<file path="src/rtl/phy_mdio_ctrl.sv">
// Autonomous MDIO manager for the LAN8720: ID check, BMCR setup and periodic BMSR
// link polling. The MDIO pad is built at top level from mdio_o/mdio_oe/mdio_i.
module phy_mdio_ctrl #(
  parameter int          CLK_DIV        = 14,
  parameter logic [4:0]  PHY_ADDR       = 5'd1,
  parameter logic [15:0] BMCR_VALUE     = 16'h3300,
  parameter int          STARTUP_CYCLES = 270000,
  parameter int          POLL_CYCLES    = 2700000,
  parameter logic [15:0] ID1_EXPECT     = 16'h0007,
  parameter logic [11:0] ID2_EXPECT     = 12'hC0F
) (
  input  logic        clk,
  input  logic        rst,
  input  logic        mdio_i,
  output logic        mdc,
  output logic        mdio_o,
  output logic        mdio_oe,
  output logic        busy,
  output logic        phy_ready,
  output logic        link_up,
  output logic        link_change,
  output logic        err,
  output logic [31:0] phy_id
);

  typedef enum logic [2:0] {
    WAIT_START, RD_ID1, RD_ID2, CHECK_ID, WR_BMCR, POLL_WAIT, RD_BMSR, FAULT
  } state_t;

  state_t      state, state_next;
  logic        start;
  logic        start_wr;
  logic [4:0]  start_reg;
  logic [63:0] start_frame;
  logic [31:0] wait_cnt;
  logic [31:0] wait_limit;
  logic        wait_done;
  logic [15:0] div_cnt;
  logic        div_end;
  logic [5:0]  bit_cnt;
  logic        frame_wr;
  logic [63:0] shift_out;
  logic [15:0] shift_in;
  logic        done;

  // Full 64-bit frame as driven; TA/data of a read are placeholders never driven.
  function automatic logic [63:0] frame_bits(input logic wr, input logic [4:0] reg_addr);
    frame_bits = {32'hFFFF_FFFF, 2'b01, (wr ? 2'b01 : 2'b10), PHY_ADDR, reg_addr,
                  (wr ? 2'b10 : 2'b11), (wr ? BMCR_VALUE : 16'hFFFF)};
  endfunction

  assign div_end     = (div_cnt == 16'(CLK_DIV - 1));
  assign start_frame = frame_bits(start_wr, start_reg);

  // Wait-counter terminal value for the current idle state.
  always_comb begin
    wait_limit = 32'(POLL_CYCLES - 1);
    if (state == WAIT_START) begin
      wait_limit = 32'(STARTUP_CYCLES - 1);
    end else begin
      wait_limit = 32'(POLL_CYCLES - 1);
    end
    wait_done = (wait_cnt == wait_limit);
  end

  // Next-state logic; a frame is launched on the same cycle its state is entered.
  always_comb begin
    state_next = state;
    start      = 1'b0;
    start_wr   = 1'b0;
    start_reg  = 5'd0;
    case (state)
      WAIT_START: if (wait_done) begin
        state_next = RD_ID1;
        start      = 1'b1;
        start_reg  = 5'd2;
      end else begin
        state_next = WAIT_START;
      end
      RD_ID1: if (done) begin
        state_next = RD_ID2;
        start      = 1'b1;
        start_reg  = 5'd3;
      end else begin
        state_next = RD_ID1;
      end
      RD_ID2: if (done) begin
        state_next = CHECK_ID;
      end else begin
        state_next = RD_ID2;
      end
      CHECK_ID: if ((phy_id[31:16] == ID1_EXPECT) && (phy_id[15:4] == ID2_EXPECT)) begin
        state_next = WR_BMCR;
        start      = 1'b1;
        start_wr   = 1'b1;
        start_reg  = 5'd0;
      end else begin
        state_next = FAULT;
      end
      WR_BMCR: if (done) begin
        state_next = POLL_WAIT;
      end else begin
        state_next = WR_BMCR;
      end
      POLL_WAIT: if (wait_done) begin
        state_next = RD_BMSR;
        start      = 1'b1;
        start_reg  = 5'd1;
      end else begin
        state_next = POLL_WAIT;
      end
      RD_BMSR: if (done) begin
        state_next = POLL_WAIT;
      end else begin
        state_next = RD_BMSR;
      end
      FAULT:   state_next = FAULT;
      default: state_next = WAIT_START;
    endcase
  end

  // Frame engine: MDC generation, MSB-first shift out, read data capture on MDC rise.
  always_ff @(posedge clk or posedge rst) begin
    if (rst) begin
      busy      <= 1'b0;
      mdc       <= 1'b0;
      mdio_o    <= 1'b1;
      mdio_oe   <= 1'b0;
      div_cnt   <= 16'd0;
      bit_cnt   <= 6'd0;
      frame_wr  <= 1'b0;
      shift_out <= 64'hFFFF_FFFF_FFFF_FFFF;
      shift_in  <= 16'd0;
      done      <= 1'b0;
    end else begin
      done <= 1'b0;
      if (start) begin
        busy      <= 1'b1;
        mdc       <= 1'b0;
        div_cnt   <= 16'd0;
        bit_cnt   <= 6'd0;
        frame_wr  <= start_wr;
        shift_out <= start_frame;
        mdio_o    <= start_frame[63];
        mdio_oe   <= 1'b1;
      end else if (busy) begin
        if (!div_end) begin
          div_cnt <= div_cnt + 16'd1;
        end else begin
          div_cnt <= 16'd0;
          if (!mdc) begin
            mdc <= 1'b1;
            if (bit_cnt >= 6'd48) begin
              shift_in <= {shift_in[14:0], mdio_i};
            end
          end else if (bit_cnt == 6'd63) begin
            mdc     <= 1'b0;
            mdio_oe <= 1'b0;
            mdio_o  <= 1'b1;
            busy    <= 1'b0;
            done    <= 1'b1;
          end else begin
            mdc       <= 1'b0;
            bit_cnt   <= bit_cnt + 6'd1;
            mdio_o    <= shift_out[62];
            shift_out <= {shift_out[62:0], 1'b1};
            // Reads release the line from the TA field (bit 46) onward.
            mdio_oe   <= frame_wr | (bit_cnt < 6'd45);
          end
        end
      end
    end
  end

  // Sequencer state, idle counters and exported status.
  always_ff @(posedge clk or posedge rst) begin
    if (rst) begin
      state       <= WAIT_START;
      wait_cnt    <= 32'd0;
      phy_ready   <= 1'b0;
      link_up     <= 1'b0;
      link_change <= 1'b0;
      err         <= 1'b0;
      phy_id      <= 32'd0;
    end else begin
      state       <= state_next;
      link_change <= 1'b0;
      if (((state == WAIT_START) || (state == POLL_WAIT)) && !wait_done) begin
        wait_cnt <= wait_cnt + 32'd1;
      end else begin
        wait_cnt <= 32'd0;
      end
      if ((state == RD_ID1) && done) begin
        phy_id[31:16] <= shift_in;
      end else if ((state == RD_ID2) && done) begin
        phy_id[15:0] <= shift_in;
      end else if ((state == WR_BMCR) && done) begin
        phy_ready <= 1'b1;
      end else if ((state == RD_BMSR) && done) begin
        link_up     <= shift_in[2];
        link_change <= shift_in[2] ^ link_up;
      end else if ((state == CHECK_ID) && (state_next == FAULT)) begin
        err <= 1'b1;
      end else begin
        err <= err;
      end
    end
  end

endmodule

</file>
<file path="config.mk">
export PLATFORM = sky130hd
export DESIGN_NAME = phy_mdio_ctrl
export DESIGN_NICKNAME = d
export VERILOG_FILES = /design/src/rtl/phy_mdio_ctrl.sv
export SDC_FILE = /design/constraint.sdc
export NUM_CORES = 1
export LEC_CHECK = 0
export BUFFER_PORTS_ARGS = -buffer_cell sky130_fd_sc_hd__buf_2
export CAP_MARGIN = 10
export CORE_ASPECT_RATIO = 0.5
export CORE_UTILIZATION = 38
export DETAILED_ROUTE_END_ITERATION = 7
export SLEW_MARGIN = 20
export SYNTH_ARGS = -nofsm -noshare
export SYNTH_HDL_FRONTEND = slang
export SYNTH_SLANG_ARGS = --single-unit
</file>
<file path="constraint.sdc">
create_clock -name clk -period 5.3 [get_ports clk]
set_input_delay 0.265 -clock clk [delete_from_list [all_inputs] [get_ports clk]]
set_output_delay 0.265 -clock clk [all_outputs]
set_load 0.03 [all_outputs]
</file>
==> results.py, run 1 <==
metrics = {
    "outcome": {
        "outcome": "complete, no violations",
    },
    "pwr": {
        "p_leak_uw": 0.00411,
        "pwr-share-clk": 0.486,
        "p_switching_uw": 570,
        "power_density_nw_per_um2": 299,
        "p_comb_frac": 0.011,
        "swShare": 0.211,
        "power_frac_seq": 0.503,
        "total_power_uw": 2710,
        "irDropWorstVdd_mv": 0.233,
        "intPower_uw": 2140,
    },
    "synth": {
        "synth.distinct_cells": 55,
        "synth_fp_nets": 758,
        "avgSynthCellArea_um2": 10.6,
        "synth-xor-area-share": 0.0419,
        "ys_seq_area_frac": 0.570,
        "ys_ff_latch": 178,
        "muxShareOfSynthArea": 0.0818,
        "syn_inst": 750,
        "async_flop_share": 1.00,
        "yosysWarnings": 0,
        "yosys.area.top_type": "dfrtp_1",
        "synth_edf_count": 0,
        "netlist_top_cells_area": "dfrtp_1, dfstp_2, mux2_2",
        "synth_fa_ha_area_frac": 0.00787,
        "synth_area_um2": 7950,
        "synth_top_family_by_area": "simple AND/OR/NAND/NOR gates",
        "synth-compound-area-share": 0.0675,
        "synthSimpleGateAreaFrac": 0.202,
        "synthFlopType": "dfrtp_1",
        "synth_top_area_frac": 0.359,
    },
    "detailed_routing": {
        "routed_wl_um": 15800,
        "drt-initial-drc-count": 440,
        "num_vias": 5479,
        "viasPerCell": 5.18,
        "antenna_left": 0,
        "wire_per_inst_um": 14.9,
        "drcViolationCount": 0,
        "dr.pass1.iters": 5,
    },
    "min_path": {
        "worstHoldStart": "mdio_i",
        "hp-class": "input port to flip-flop",
    },
    "worst_setup_path": {
        "crit_chain": "or3b_1, or4_4, a211oi_4, a211o_1, buf_4, nor2_1, o2bb2ai_1",
        "crit_fanout": 51,
        "critPathLaunch": "wait_cnt[5]$_DFF_PP0_",
        "cp.required_ps": 5650,
        "critPathLaunchType": "flip-flop",
        "critPathTopFamily": "simple AND/OR/NAND/NOR gates",
        "cp.arrival_ps": 3460,
        "end_kind": "flip-flop",
        "worst-path-buf-inv": 1,
        "reg2reg_slack_ps": 2190,
        "rr_startpoint": "wait_cnt[5]$_DFF_PP0_",
        "slowest_delay_ps": 500,
        "path_class": "flip-flop to flip-flop",
        "cp_slowest_cell": "buf_4",
    },
    "global_route": {
        "antenna_found_initial": 0,
        "grt_pass1_vias": 5251,
        "grt_max_degree": 86,
        "gr-usage-all-layers": 0.155,
        "grt_pass1_wl_um": 26900,
        "grt.overflow.total": 0,
    },
    "clock_network": {
        "cts_setup_buffers": 0,
        "root_buffer": "clkbuf_16",
        "clk_latency_ps": 430,
        "cts_buffer_depth": 2,
        "cts_buffers": 17,
        "cts.sinks": 178,
        "htreeDepth": 4,
        "clk_pin_slew_ps": 70,
        "cts_tree": "built",
    },
    "floorplanning": {
        "die_h_um": 104,
        "start_util": 0.399,
        "fp.coreArea_um2": 20000,
        "die-area_um2": 21500,
        "boundaryPins": 43,
        "rows": 36,
        "die_x_um": 207,
    },
    "timing": {
        "post-route-period-util": 0.586,
        "setup_slack_ps": 2190,
        "fmax_mhz": 322,
        "finalSetupViolations": 0,
        "hold_violations": 0,
        "fin_setup_tns_ps": 0,
        "tightest_slew_ps": 1040,
        "drv_slew": 0,
        "rsz0062_at_grt": "false",
        "clock_skew_ps": 8.54,
        "slew_headroom": 0.304,
        "final.min_clock_period_ps": 3110,
    },
    "cells_and_area": {
        "instances_no_fill": 1057,
        "regArea_um2": 4530,
        "nFillCells": 1835,
        "fin_nets": 786,
        "multi_input_area_um2": 3220,
        "final_layout_size_suffix_gt1_frac": 0.264,
        "fin_area_um2": 9050,
        "num_antenna_cells": 0,
        "area_growth_pct": 13.9,
    },
    "place": {
        "dpl-instance-area_um2": 8410,
        "place_ws_ps": 2210,
        "port_buffers": 42,
        "dpl.hpwl_um": 9600,
        "place.gp.congestion": 0.755,
        "placed_cells": 1024,
    },
    "flow_run": {
        "max_cap_viol_count": 0,
    },
}
[final timing paths]
path	endpoint	cells past startpoint
setup / recovery	shift_out[14]$_DFFE_PP1P_	7
hold / removal	shift_in[0]$_DFFE_PP0P_	2
setup reg to reg	shift_out[14]$_DFFE_PP1P_	7
hold reg to reg	shift_out[26]$_DFFE_PP1P_	2
max in group asynchronous	wait_cnt[8]$_DFF_PP0_	4
min in group asynchronous	div_cnt[15]$_DFFE_PP0P_	3
[cell families after synthesis]
kind of cell,Yosys count
XOR/XNOR,38
flip-flops,178
AO/OA/AOI/OAI,84
AND/OR/NAND/NOR,335
buffers and inverters,55
adder cells (fa/ha/maj),5
multiplexers,55
[what timing repair did]
item | CTS | global route
hold endpoints to repair | 8 | 0
hold buffers | 1 | 0
resized for setup | 0 | 0
[metal layers]
metal,global-route usage,part of all wire,vias up
met5,0,0,-
met4,0.0551,0.013,0
met3,0.0282,0.025,17
met2,0.226,0.46,66
met1,0.228,0.50,2751
li1,-,-,2645
[cell usage after synthesis, types with 8 or more instances]
master     instances
inv_1             12
xnor2_1           17
dfrtp_1          114
nor3b_1            8
nand4_1           15
dfstp_2           64
nand2_1          116
nor4_1             9
clkbuf_1          32
a21oi_1           38
and3_1            15
o2bb2ai_1         14
xor2_1            21
mux2_4            10
mux2_2            40
nor2_1            74
o21ai_0           13
nand3_1           59
nor3_1            11
[through the flow]
| stage | hold slack (ps) | util |
|---|---|---|
| detailed placement | 295 | 0.422 |
| global placement | 297 | 0.421 |
| finish | 73.3 | 0.454 |
| CTS | 70.4 | 0.454 |
| floorplan | 413 | - |
| global route | 77.2 | 0.454 |
[sequential cells by signal, summed over array words and instances (netlist names), 3 cells and up]
signal and flops:
state 3, div_cnt 16, wait_cnt 32, bit_cnt 6, phy_id 32, shift_out 63, shift_in 16
[power by group through the flow]
stage | clock network [µW] | registers, µW | logic [µW]
6_report | 1320 | 1360 | 28.9
5_1_grt | 1390 | 1360 | 34.6
3_3_place_gp | 0 | 1380 | 29.8
4_1_cts | 1340 | 1360 | 30.6
3_5_place_dp | 0 | 1380 | 29.8
2_1_floorplan | 0 | 1380 | 19.3
[placed cells by master, fill, tap and decap left out, drive strengths merged, types with 14 or more instances in the layout]
cell and count:
nand2 116, dfrtp 114, nor2 74, dfstp 64
nand3 59, buf 51, mux2 50, a21oi 38
clkbuf 24, xor2 21, xnor2 17, inv 16
nand4 15, and3 15, o2bb2ai 14
[worst register-to-register path: stages (launching register included)]
cell       delay (ps)
dfrtp_1           450
or3b_1            390
or4_4             440
a211oi_4          390
a211o_1           250
buf_4             500
nor2_1            380
o2bb2ai_1         230
[final cells by class]
class	instances	area share
sequential	178	0.501
multi-input combinational	517	0.355
clock buffer	24	0.0601
tap	266	0.0368
timing repair buffer	52	0.0322
clock inverter	8	0.00926
inverter	12	0.00553
No activity file was read; power rests on OpenSTA's default activity.
==> run 2, diff against run 1 <==
==> constraint.sdc (replaced) <==
create_clock -name clk -period 2.9 [get_ports clk]
set_input_delay 0.145 -clock clk [delete_from_list [all_inputs] [get_ports clk]]
set_output_delay 0.145 -clock clk [all_outputs]
set_load 0.03 [all_outputs]
==> run 2 against run 1 <==
Register-to-register slack worse by 1900 ps; sequential power up 83%; setup slack worse by 1900 ps; combinational power up 110%; critical path type unchanged; largest power group unchanged.
==> results.py, run 2 (same netlist as run 1, synthesis figures left out) <==
metrics = {
    "timing": {
        "post-route-period-util": 0.901,
        "hold_violations": 0,
        "fmax_mhz": 383,
        "rsz0062_at_grt": "false",
        "setup_slack_ps": 287,
        "finalSetupViolations": 0,
        "tightest_slew_ps": 931,
        "final.min_clock_period_ps": 2610,
        "drv_slew": 0,
        "slew_headroom": 0.377,
        "clock_skew_ps": 13.8,
        "fin_setup_tns_ps": 0,
    },
    "detailed_routing": {
        "viasPerCell": 5.12,
        "num_vias": 5473,
        "dr.pass1.iters": 4,
        "drt-initial-drc-count": 407,
        "wire_per_inst_um": 14.6,
        "antenna_left": 0,
        "met2WireLength_um": 7050,
        "drcViolationCount": 0,
        "dr_wl_met3_um": 419,
        "wl_met1_um": 7910,
        "highest-signal-layer": "met4",
        "routed_wl_um": 15600,
    },
    "cells_and_area": {
        "post-route-util": 0.456,
        "nFillCells": 1853,
        "final_cell_mix": "nand2_1, dfrtp_1, nor2_1",
        "reg_top3": "shift_out: 63 flops, phy_id: 32 flops, wait_cnt: 32 flops",
        "regMostFlops": "shift_out",
        "num_antenna_cells": 0,
        "largest_register_ffs": 63,
        "final_layout_size_suffix_gt1_frac": 0.269,
        "final_common_cell": "nand2_1",
        "area_growth_pct": 14.5,
        "fin_nets": 797,
    },
    "global_route": {
        "grt_pass1_wl_um": 27300,
        "grt_max_degree": 64,
        "grt_pass1_vias": 5302,
        "gr-usage-all-layers": 0.158,
        "antenna_found_initial": 0,
        "grt.overflow.total": 0,
    },
    "clock_network": {
        "cts_buffers": 17,
        "cts.sinks": 178,
        "clk_pin_slew_ps": 70,
        "clk_latency_ps": 430,
        "cts_setup_buffers": 0,
        "cts_buffer_depth": 2,
        "htreeDepth": 4,
        "root_buffer": "clkbuf_16",
        "cts_tree": "built",
    },
    "floorplanning": {
        "die_x_um": 207,
        "rows": 36,
        "start_util": 0.399,
        "die_h_um": 104,
        "fp.coreArea_um2": 20000,
        "boundaryPins": 43,
        "die-area_um2": 21500,
    },
    "place": {
        "port_buffers": 42,
        "place.gp.congestion": 0.785,
        "dpl.hpwl_um": 9880,
        "place_ws_ps": 274,
    },
    "pwr": {
        "power_density_nw_per_um2": 514,
        "irDropWorstVdd_mv": 0.367,
        "p_leak_uw": 0.00413,
    },
    "outcome": {
        "outcome": "complete, no violations",
    },
    "worst_setup_path": {
        "cp.arrival_ps": 2930,
        "path_class": "flip-flop to flip-flop",
        "crit_fanout": 16,
        "cp.required_ps": 3220,
        "end_kind": "flip-flop",
        "critPathLaunchType": "flip-flop",
    },
    "flow_run": {
        "max_cap_viol_count": 0,
    },
    "min_path": {
        "hp-class": "input port to asynchronous set/reset pin",
    },
}
## run 2: worst max-delay path, stage by stage (launching register included)
cell and delay [ps]:
dfrtp_1 410, ha_1 270, and3_1 190, nand4_1 160
a211oi_4 70, a211o_1 420, nor4_4 300, buf_4 320
mux2_2 370
## run 2: power by group
group	total (µW)	switching [µW]	internal, µW
registers	2490	0	2490
clock network	2130	1010	1120
logic	60.6	49.5	11.2
## run 2: path summary, 6_finish.rpt
path / start / endpoint / slack (ps) / depth (start not counted)
worst max-delay path: wait_cnt[0]$_DFF_PP0_ / shift_in[13]$_DFFE_PP0P_ / 290 / 8
worst min-delay path: rst / phy_id[12]$_DFFE_PP0P_ / 380 / 3
worst max register to register: wait_cnt[0]$_DFF_PP0_ / shift_in[13]$_DFFE_PP0P_ / 290 / 8
worst min register to register: shift_out[31]$_DFFE_PP1P_ / shift_out[31]$_DFFE_PP1P_ / 470 / 2
max in group asynchronous: rst / shift_out[45]$_DFFE_PP1P_ / 1770 / 4
min in group clk: shift_out[31]$_DFFE_PP1P_ / shift_out[31]$_DFFE_PP1P_ / 470 / 2
## run 2: per-layer routing
layer | GRT usage | vias up
li1 | - | 2678
met1 | 0.233 | 2717
met2 | 0.225 | 61
met3 | 0.0363 | 17
met4 | 0.0578 | 0
met5 | 0 | -
## run 2: cell type report
class,instances,area (µm²),area share
Timing Repair Buffer,63,435,0.0478
Multi-Input combinational cell,517,3220,0.353
Clock buffer,20,437,0.0480
Clock inverter,12,100,0.0110
Sequential cell,178,4530,0.498
Inverter,12,48.8,0.00536
Tap cell,266,333,0.0365
## run 2: timing repair
item	4_1_cts	5_1_grt
hold endpoints to repair	16	0
hold buffers	2	0
gates resized for setup	0	0
## run 2: metrics by stage
stage	cells	hold slack [ps]	area, µm²	total power [µW]
2_1_floorplan	750	293	7960	2570
3_3_place_gp	1034	299	8550	2590
3_5_place_dp	1034	308	8550	2590
4_1_cts	1068	385	9110	4740
5_1_grt	1068	439	9110	4860
6_report	1068	382	9110	4680
==> run 3, diff against run 2 <==
--- a/config.mk
+++ b/config.mk
@@ -5,11 +5,13 @@
 export SDC_FILE = /design/constraint.sdc
 export NUM_CORES = 1
 export LEC_CHECK = 0
+export ABC_AREA = 1
 export BUFFER_PORTS_ARGS = -buffer_cell sky130_fd_sc_hd__buf_2
 export CAP_MARGIN = 10
 export CORE_ASPECT_RATIO = 0.5
 export CORE_UTILIZATION = 38
 export DETAILED_ROUTE_END_ITERATION = 7
+export PLACE_DENSITY_LB_ADDON = 0.1
 export SLEW_MARGIN = 20
 export SYNTH_ARGS = -nofsm -noshare
 export SYNTH_HDL_FRONTEND = slang
==> run 3 against run 2 <==
Worst hold slack worse by 170 ps; critical path depth unchanged; setup slack better by 350 ps; wire length up 31%; clock-buffer cell count up 1; maximum frequency up 16%; register-to-register slack better by 350 ps; die area up 9.9%; clock skew up 2.9 ps; sequential share of layout area down 3.8 points; largest power group unchanged; highest routed layer unchanged.
==> results.py, run 3 <==
metrics = {
    "clock_network": {
        "clk_pin_slew_ps": 70,
        "root_buffer": "clkbuf_16",
        "htreeDepth": 4,
        "cts_tree": "built",
        "cts_buffers": 17,
        "cts.sinks": 178,
        "cts_resized": 0,
        "clk_latency_ps": 450,
        "cts_setup_buffers": 0,
        "cts_buffer_depth": 2,
    },
    "detailed_routing": {
        "antenna_left": 0,
        "drt-initial-drc-count": 482,
        "wire_per_inst_um": 14.5,
        "routed_wl_um": 20400,
        "viasPerCell": 4.93,
        "num_vias": 6916,
        "drcViolationCount": 0,
        "dr.pass1.iters": 5,
    },
    "synth": {
        "ys_seq_area_frac": 0.518,
        "synthFlopType": "dfrtp_1",
        "avgSynthCellArea_um2": 8.31,
        "yosysMostFrequentCell": "nand2_1",
        "synth_top_area_frac": 0.326,
        "netlist_top_cells_area": "dfrtp_1, dfstp_2, nand2_1",
        "async_flop_share": 1.00,
        "synth_commonest_cells": "nand2_1, dfrtp_1, nor2_1, inv_1, nand3_1",
        "synth_edf_count": 0,
        "synth.distinct_cells": 38,
        "synth_area_um2": 8750,
        "yosysWarnings": 0,
        "synth_fp_nets": 1061,
        "yosys.area.top_type": "dfrtp_1",
        "ys_ff_latch": 178,
        "syn_inst": 1053,
    },
    "worst_setup_path": {
        "crit_chain": "ha_1, nand3_2, nor2_1, nand2_1, nor2_4, nand4_4, nand2_1, o21ai_0",
        "cp.arrival_ps": 2550,
        "cp.required_ps": 3190,
        "cp_slowest_cell": "nand2_1",
        "worst-path-buf-inv": 0,
        "slowest_delay_ps": 490,
        "cpMostUsedCell": "nand2_1",
        "end_kind": "flip-flop",
        "critPathLaunchType": "flip-flop",
        "critPathTopFamily": "simple AND/OR/NAND/NOR gates",
        "path_class": "flip-flop to flip-flop",
        "rr_startpoint": "wait_cnt[0]$_DFF_PP0_",
        "crit_fanout": 18,
        "critPathLaunch": "wait_cnt[0]$_DFF_PP0_",
    },
    "place": {
        "place.gp.congestion": 0.830,
        "place_ws_ps": 601,
        "dpl.hpwl_um": 13900,
        "port_buffers": 42,
    },
    "timing": {
        "finalSetupViolations": 0,
        "tightest_slew_ps": 570,
        "setup_slack_ps": 639,
        "drv_slew": 0,
        "fin_setup_tns_ps": 0,
        "slew_headroom": 0.619,
        "post-route-period-util": 0.780,
        "rsz0062_at_grt": "false",
        "final.min_clock_period_ps": 2260,
        "fmax_mhz": 442,
        "hold_violations": 0,
        "clock_skew_ps": 16.7,
    },
    "cells_and_area": {
        "regMostFlops": "shift_out",
        "final_layout_size_suffix_gt1_frac": 0.165,
        "area_growth_pct": 12.8,
        "largest_register_ffs": 63,
        "reg_top3": "shift_out: 63 flops, phy_id: 32 flops, wait_cnt: 32 flops",
        "final_common_cell": "nand2_1",
        "final_cell_mix": "nand2_1, dfrtp_1, nor2_1",
        "num_antenna_cells": 0,
        "fin_nets": 1097,
    },
    "floorplanning": {
        "die-area_um2": 23700,
        "fp.coreArea_um2": 22100,
        "rows": 38,
        "die_h_um": 109,
        "start_util": 0.396,
        "boundaryPins": 43,
        "die_x_um": 217,
    },
    "min_path": {
        "hp-class": "input port to asynchronous set/reset pin",
    },
    "global_route": {
        "grt_pass1_vias": 6678,
        "antenna_found_initial": 0,
        "gr-usage-all-layers": 0.185,
        "grt_pass1_wl_um": 34200,
        "grt_max_degree": 102,
        "grt.overflow.total": 0,
    },
    "pwr": {
        "power_density_nw_per_um2": 502,
        "p_leak_uw": 0.00456,
        "irDropWorstVdd_mv": 0.335,
    },
    "outcome": {
        "outcome": "complete, no violations",
    },
    "flow_run": {
        "max_cap_viol_count": 0,
    },
}
-- run 3: cell count changes after synthesis, moves of 19 or more --
cell,change
nor3_1,+20
mux2_2,-40
nand3_1,+39
nor2_1,+38
clkbuf_1,-22
nand4_1,+19
nand2_1,+154
inv_1,+92
o21ai_0,+39
a21oi_1,-19
-- run 3: final cells by class --
cell class	instances	area [µm²]
Tap cell	300	375
Inverter	111	420
Fill cell	2226	12200
Sequential cell	178	4530
Clock inverter	11	113
Timing Repair Buffer	55	338
Multi-Input combinational cell	726	3580
Clock buffer	21	504
-- run 3: kinds of logic after synthesis --
| logic type | count (synthesis) | share of synthesized area |
|---|---|---|
| compound gates | 93 | 0.0545 |
| xor+xnor | 36 | 0.0360 |
| fa+ha+maj | 5 | 0.00715 |
| buf+inv | 149 | 0.0725 |
| flops | 178 | 0.518 |
| simple gates | 592 | 0.312 |
-- run 3: worst reg2reg max path, cell delays in order (launching register included) --
cell     delay (ps)
dfrtp_1         370
ha_1            210
nand3_2         140
nor2_1          140
nand2_1         120
nor2_4          170
nand4_4         310
nand2_1         500
o21ai_0         150
-- run 3: repair_timing --
item	CTS	global route
setup endpoints to repair	0	0
hold endpoints to repair	9	0
hold buffers	2	0
-- run 3: power by group --
group	switching [µW]	internal (µW)	leakage, µW
Sequential	0	2490	0.00223
Combinational	48.9	7.51	0.00203
Clock	1050	1360	0.000302
Total	1100	3850	0.00456
-- run 3: per-layer routing --
layer	track usage	share of wire	vias up
li1	-	-	3465
met1	0.261	0.51	3340
met2	0.282	0.44	100
met3	0.0498	0.040	11
met4	0.0463	0.0081	0
met5	0	0	-
-- run 3: final timing paths --
path | endpoint | slack, ps | cells after the start
max | frame_wr$_DFFE_PP0P_ | 640 | 8
min | shift_in[15]$_DFFE_PP0P_ | 210 | 3
max reg2reg | frame_wr$_DFFE_PP0P_ | 640 | 8
min reg2reg | wait_cnt[0]$_DFF_PP0_ | 460 | 1
max in group asynchronous | shift_out[38]$_DFFE_PP1P_ | 1870 | 4
min in group clk | wait_cnt[0]$_DFF_PP0_ | 460 | 1
-- run 3: per-stage QoR --
step / cells / hold slack (ps) / total power [µW] / area, µm² / util
floorplan: 1053 / 290 / 2570 / 8750 / -
global placement: 1368 / 116 / 2590 / 9230 / 0.417
detailed placement: 1368 / 110 / 2590 / 9230 / 0.417
CTS: 1402 / 192 / 5030 / 9870 / 0.446
global route: 1402 / 206 / 5120 / 9870 / 0.446
finish: 1402 / 212 / 4950 / 9870 / 0.446
